## src/rtl/sm3_madd_pkg.sv

```systemverilog
// Shared types and elaboration helpers for the SM3 multi-operand modular adder.
package sm3_madd_pkg;

  localparam int unsigned MAX_WIDTH  = 64;
  localparam int unsigned MAX_NUM_IN = 6;
  localparam int unsigned MAX_TAG_W  = 16;
  localparam int unsigned DEF_NUM_IN = 4;

  function automatic int unsigned clog2(input int unsigned n);
    int unsigned r;
    r = 0;
    while ((64'd1 << r) < 64'(n)) r = r + 1;
    return r;
  endfunction

  localparam int unsigned CW     = clog2(DEF_NUM_IN);
  localparam int unsigned MAX_CW = clog2(MAX_NUM_IN);
  localparam int unsigned MAX_VW = MAX_WIDTH + MAX_CW;

  // One 3:2 row removes one vector, so reaching two vectors takes num_in-2 rows.
  function automatic int unsigned csa_levels(input int unsigned num_in);
    return (num_in > 2) ? num_in - 2 : 0;
  endfunction

  // Sized for the widest legal configuration; narrower instances use the low bits.
  typedef struct packed {
    logic [MAX_VW-1:0]    sum_v;
    logic [MAX_VW-1:0]    carry_v;
    logic [MAX_TAG_W-1:0] tag;
  } stage_t;

endpackage

```

## src/rtl/sm3_csa_row.sv

```systemverilog
// Single 3:2 carry-save compressor row; the carry out of the top bit is dropped.
module sm3_csa_row
  import sm3_madd_pkg::*;
#(
  parameter int unsigned W = 34
) (
  input  logic [W-1:0] a,
  input  logic [W-1:0] b,
  input  logic [W-1:0] c,
  output logic [W-1:0] sum,
  output logic [W-1:0] carry
);

  logic [W-1:0] maj;

  assign sum   = a ^ b ^ c;
  assign maj   = (a & b) | (a & c) | (b & c);
  assign carry = maj << 1;

endmodule

```

## src/rtl/sm3_madd_pipe.sv

```systemverilog
// Pipelined NUM_IN-operand adder mod 2^WIDTH with carry-out report and valid/ready flow.
module sm3_madd_pipe
  import sm3_madd_pkg::*;
#(
  parameter int unsigned WIDTH   = 32,
  parameter int unsigned NUM_IN  = 4,
  parameter int unsigned USE_CSA = 1,
  parameter int unsigned PIPE    = 2,
  parameter int unsigned TAG_W   = 4
) (
  input  logic                       clk,
  input  logic                       rst,
  input  logic                       in_valid,
  output logic                       in_ready,
  input  logic [NUM_IN*WIDTH-1:0]    in_ops,
  input  logic [TAG_W-1:0]           in_tag,
  input  logic                       flush,
  output logic                       out_valid,
  input  logic                       out_ready,
  output logic [WIDTH-1:0]           out_sum,
  output logic [clog2(NUM_IN)-1:0]   out_carry,
  output logic [TAG_W-1:0]           out_tag,
  output logic                       busy
);

  localparam int unsigned CWN  = clog2(NUM_IN);
  localparam int unsigned XW   = WIDTH + CWN;
  localparam int unsigned ROWS = csa_levels(NUM_IN);

  logic [XW-1:0]    opx [NUM_IN];
  logic [XW-1:0]    red_s, red_c;
  logic [XW-1:0]    cpa_s, cpa_c, exact;
  logic [TAG_W-1:0] cpa_tag;
  logic [PIPE-1:0]  v, rdy, ld;

  for (genvar i = 0; i < NUM_IN; i++) begin : g_ext
    assign opx[i] = XW'(in_ops[i*WIDTH +: WIDTH]);
  end

  // Reduce the operands to two vectors whose sum is the exact result.
  if (NUM_IN == 2) begin : g_red2
    assign red_s = opx[0];
    assign red_c = opx[1];
  end else if (USE_CSA != 0) begin : g_csa
    for (genvar r = 0; r < ROWS; r++) begin : g_row
      logic [XW-1:0] s_i, c_i, s_o, c_o;
      if (r == 0) begin : g_src
        assign s_i = opx[0];
        assign c_i = opx[1];
      end else begin : g_src
        assign s_i = g_row[r-1].s_o;
        assign c_i = g_row[r-1].c_o;
      end
      sm3_csa_row #(.W(XW)) u_row (
        .a     (s_i),
        .b     (c_i),
        .c     (opx[r+2]),
        .sum   (s_o),
        .carry (c_o)
      );
    end
    assign red_s = g_row[ROWS-1].s_o;
    assign red_c = g_row[ROWS-1].c_o;
  end else begin : g_chain
    // The last operand is left for the final add, giving NUM_IN-1 adds in total.
    for (genvar i = 1; i < NUM_IN - 1; i++) begin : g_add
      logic [XW-1:0] acc;
      if (i == 1) begin : g_src
        assign acc = opx[0] + opx[1];
      end else begin : g_src
        assign acc = g_add[i-1].acc + opx[i];
      end
    end
    assign red_s = g_add[NUM_IN-2].acc;
    assign red_c = opx[NUM_IN-1];
  end

  // Per-stage valid and ready: a stage can load unless it and every later stage are full.
  for (genvar k = 0; k < PIPE; k++) begin : g_stage
    logic v_q, vin;
    if (k == 0) begin : g_src
      assign vin = in_valid;
    end else begin : g_src
      assign vin = v[k-1];
    end
    assign rdy[k] = out_ready | ~(&v[PIPE-1:k]);
    assign ld[k]  = vin & rdy[k] & ~flush;
    always_ff @(posedge clk) begin
      if (rst)         v_q <= 1'b0;
      else if (flush)  v_q <= 1'b0;
      else if (rdy[k]) v_q <= vin;
    end
    assign v[k] = v_q;
  end

  if (PIPE == 2) begin : g_red_reg
    stage_t st_q;
    logic   unused_st;
    always_ff @(posedge clk) begin
      if (rst) begin
        st_q <= '0;
      end else if (ld[0]) begin
        st_q.sum_v   <= MAX_VW'(red_s);
        st_q.carry_v <= MAX_VW'(red_c);
        st_q.tag     <= MAX_TAG_W'(in_tag);
      end
    end
    assign cpa_s     = XW'(st_q.sum_v);
    assign cpa_c     = XW'(st_q.carry_v);
    assign cpa_tag   = TAG_W'(st_q.tag);
    assign unused_st = ^{st_q.sum_v, st_q.carry_v, st_q.tag};
  end else begin : g_red_comb
    assign cpa_s   = red_s;
    assign cpa_c   = red_c;
    assign cpa_tag = in_tag;
  end

  assign exact = cpa_s + cpa_c;

  // Output register: low bits are the modular sum, the rest the discarded carry.
  always_ff @(posedge clk) begin
    if (rst) begin
      out_sum   <= '0;
      out_carry <= '0;
      out_tag   <= '0;
    end else if (ld[PIPE-1]) begin
      out_sum   <= exact[WIDTH-1:0];
      out_carry <= exact[XW-1:WIDTH];
      out_tag   <= cpa_tag;
    end
  end

  assign in_ready  = rdy[0];
  assign out_valid = v[PIPE-1];
  assign busy      = |v;

endmodule

```

## config.mk

```make
export PLATFORM = sky130hd
export DESIGN_NAME = sm3_madd_pipe
export DESIGN_NICKNAME = d
export VERILOG_FILES = /design/src/rtl/sm3_madd_pkg.sv /design/src/rtl/sm3_csa_row.sv /design/src/rtl/sm3_madd_pipe.sv
export SDC_FILE = /design/constraint.sdc
export NUM_CORES = 1
export LEC_CHECK = 0
export ABC_AREA = 1
export BUFFER_PORTS_ARGS = -buffer_cell sky130_fd_sc_hd__clkbuf_2
export CORE_AREA = 2 2 163 101
export DETAILED_ROUTE_END_ITERATION = 16
export DIE_AREA = 0 0 165 103
export PLACE_DENSITY_LB_ADDON = 0.1
export SETUP_SLACK_MARGIN = 0.02
export SKIP_CTS_REPAIR_TIMING = 1
export SYNTH_ARGS = -nofsm -noshare
export SYNTH_HDL_FRONTEND = slang
export SYNTH_SLANG_ARGS = --single-unit
```

## constraint.sdc

```tcl
create_clock -name clk -period 2.9 [get_ports clk]
set_clock_uncertainty 0.05 [all_clocks]
set_input_delay 0.435 -clock clk [delete_from_list [all_inputs] [get_ports clk]]
set_output_delay 0.435 -clock clk [all_outputs]
set_load 0.05 [all_outputs]
```

==> impl_metrics.toml <==
[sta]
setup-tns-final_ps = 0
slew_headroom = 0.468
fin_ws_ps = 802
hold_slack_ps = 256
setup_viol = 0
final_hold_viol_count = 0
final_max_slew_viol_count = 0
min_period_over_period = 0.723
max_freq_mhz = 477
rsz0062_at_grt = "false"
min_period_ps = 2100
worst_pin_slew_ps = 797

[floorplanning]
die-area_mm2 = 0.0170
die_y_um = 103
start_util = 0.483
fp-row-count = 36
die_x_um = 165
io_pins = 178
coreArea_mm2 = 0.0157

[worst_setup_path]
slowest_delay_ps = 400
crit_required_ps = 3110
startpoint_type = "register"
crit_top_cell = "nand3_1"
r2r-end = "out_sum[20]"
r2r_slack_ps = 800
rr_startpoint = "cpa_s[3]"
cp_max_fo = 6
end_kind = "register"
reg2reg_depth = 10
crit_chain = "ha_1 > nor2_1 > a21oi_1 > nand3_1 > nand3_1 > nand2_1 > nand3_1 > nand3_1 > nand2_1 > inv_1"
crit_type = "register to register"
crit_arrival_ps = 2310
cpMaxStageDelayCell = "ha_1"

[min_path]
hold_depth = 3
hold_class = "input port to register"
min_from = "in_valid"
hold_path_end = "g_stage[0].v_q"

[placement]
hpwl_um = 15700
port_buffers = 177
dp_slack_ps = 824
dpl_cell_area_mm2 = 0.00862
place.gp.congestion = 0.948

[global_route]
grt_max_degree = 80
antenna_found_initial = 0
grt_pass1_wl_um = 31400
grt_overflow_total = 0
grt_usage = 0.239
grt_pass1_vias = 6110

[yosys]
syn_inst = 1081
syn_area_mm2 = 0.00759
synthesis.nets = 1315
yosys.area.top_type = "dfxtp_1"
ys_ff_latch = 109
yosys_warnings = 0
synth_top_area_frac = 0.287
synth-seq-area-share = 0.287
synth.distinct_cells = 32
yosys-top-cells-area = "dfxtp_1 29%, fa_1 17%, nor2_1 12%, nand2_1 11%, inv_1 7.4%"
avgSynthCellArea_um2 = 7.02

[routing]
post_drt_via_cell_ratio = 4.72
wl_um = 19400
ant_nets = 0
wl_per_cell_um = 13.3
drt_first_iter_violations = 542
drc = 0
dr_total_vias = 6858
detail_route.first_pass.iterations = 5

[outcome]
status = "complete, no violations"

[pwr]
peakVddDrop_v = 0.000303
power_switching_uw = 1320
p_sw_frac = 0.324
power.share.clock = 0.346
seqPwrFrac = 0.403
power_density_mw_per_mm2 = 456
p_leak_uw = 0.00484
combPwrFrac = 0.251
p_int_uw = 2760

[clocking]
cts_made_buffers = 9
clock_sinks = 109
htreeDepth = 3
root_buffer = "clkbuf_16"
path_clk_slew_ps = 80
clock_latency_ps = 360
cts_tree = "yes"
clockBufferDepth = 2

[cells_and_area]
stdcell_area_mm2 = 0.00897
layout.cells.most_common_list = "251 x nor2_1, 229 x nand2_1, 177 x clkbuf_2, 148 x inv_1, 109 x dfxtp_1"
drive_gt1_frac = 0.180
area_growth_pct = 18.1
fin_util = 0.570
fin_nets = 1474
antenna_cells = 0
final_common_cell = "nor2_1"

[job]
cap_viol_max_count = 0
-- how the worst max path moves through the flow --
stage	to	slack, ps	from	depth (start not counted)
floorplan	cpa_s[32]	1070	out_valid	8
global placement	cpa_s[1]	880	out_ready	8
detailed placement	cpa_c[4]	820	out_ready	8
CTS	out_sum[25]	840	cpa_s[1]	12
global route	out_sum[25]	650	cpa_s[1]	12
finish	out_sum[20]	800	cpa_s[3]	10
-- power by group through the flow --
stage | registers [uW] | clock network, uW | logic [uW]
after floorplan | 1730 | 0 | 598
after global placement | 1680 | 0 | 1010
after detailed placement | 1680 | 0 | 1020
after CTS | 1650 | 1440 | 1020
after global routing | 1660 | 1520 | 1170
final | 1650 | 1410 | 1020
-- flip-flops by register name (all words and copies together), names as in the netlist --
signal / count
cpa_s: 33
cpa_c: 32
out_sum: 32
cpa_tag: 4
out_tag: 4
out_carry: 2
g_stage.v_q: 1
out_valid: 1
-- critical path: cells and delay by family (launching register included) --
kind | cells | cell delay [ps]
AND/OR/NAND/NOR | 7 | 830
buffers and inverters | 1 | 40
AO/OA/AOI/OAI | 1 | 350
flip-flops | 1 | 320
adder cells (fa/ha/maj) | 1 | 400
-- routing by layer --
metal / track usage / vias up / share of wire
li1: - / 3623 / -
met5: 0 / - / 0
met4: 0.0368 / 0 / 0.0054
met2: 0.288 / 240 / 0.33
met1: 0.422 / 2986 / 0.58
met3: 0.0414 / 9 / 0.085
-- synth_stat cells --
cell type and number:
nor2_1 251, nand2_1 229, inv_1 149, dfxtp_1 109, o21ai_0 83, fa_1 64, nand3_1 42, ha_1 33
a21oi_1 25, clkbuf_1 22, xor2_1 13, nand2_2 10, o21ai_1 10, nor2_2 6, buf_2 5, buf_4 4
inv_2 3, nand3_2 3, nand4_1 3, o21bai_1 3, and2_1 2, nor3_1 2, a211oi_1 1, a21oi_2 1
a31oi_1 1, buf_6 1, clkbuf_8 1, nor2_4 1, nor3_2 1, o211ai_1 1, o21bai_2 1, xnor2_1 1
-- logic make-up (layout without fill, tap and decap cells) --
| group | count (synthesis) | after routing | share of synthesized area |
|---|---|---|---|
| adder cells (fa/ha/maj) | 97 | 97 | 0.223 |
| flip-flops | 109 | 109 | 0.287 |
| XOR/XNOR | 14 | 14 | 0.0162 |
| AO/OA/AOI/OAI | 126 | 126 | 0.0862 |
| buffers and inverters | 185 | 349 | 0.0966 |
| AND/OR/NAND/NOR | 550 | 550 | 0.290 |
-- through the flow --
| stage | total power [uW] | std cells |
|---|---|---|
| after detailed placement | 2700 | 1438 |
| after floorplan | 2330 | 1081 |
| after global placement | 2690 | 1438 |
| after CTS | 4110 | 1454 |
| after global routing | 4350 | 1454 |
| final | 4080 | 1454 |
-- layout make-up --
| cell class | count | area [um^2] |
|---|---|---|
| multi-input cells | 787 | 4680 |
| inverters | 152 | 571 |
| flip-flops and latches | 109 | 2180 |
| clock inverters | 7 | 116 |
| repair buffers | 181 | 928 |
| fillers | 1578 | 6750 |
| clock buffers | 9 | 225 |
| well taps | 209 | 262 |
Power figures use the tool's default switching activity.
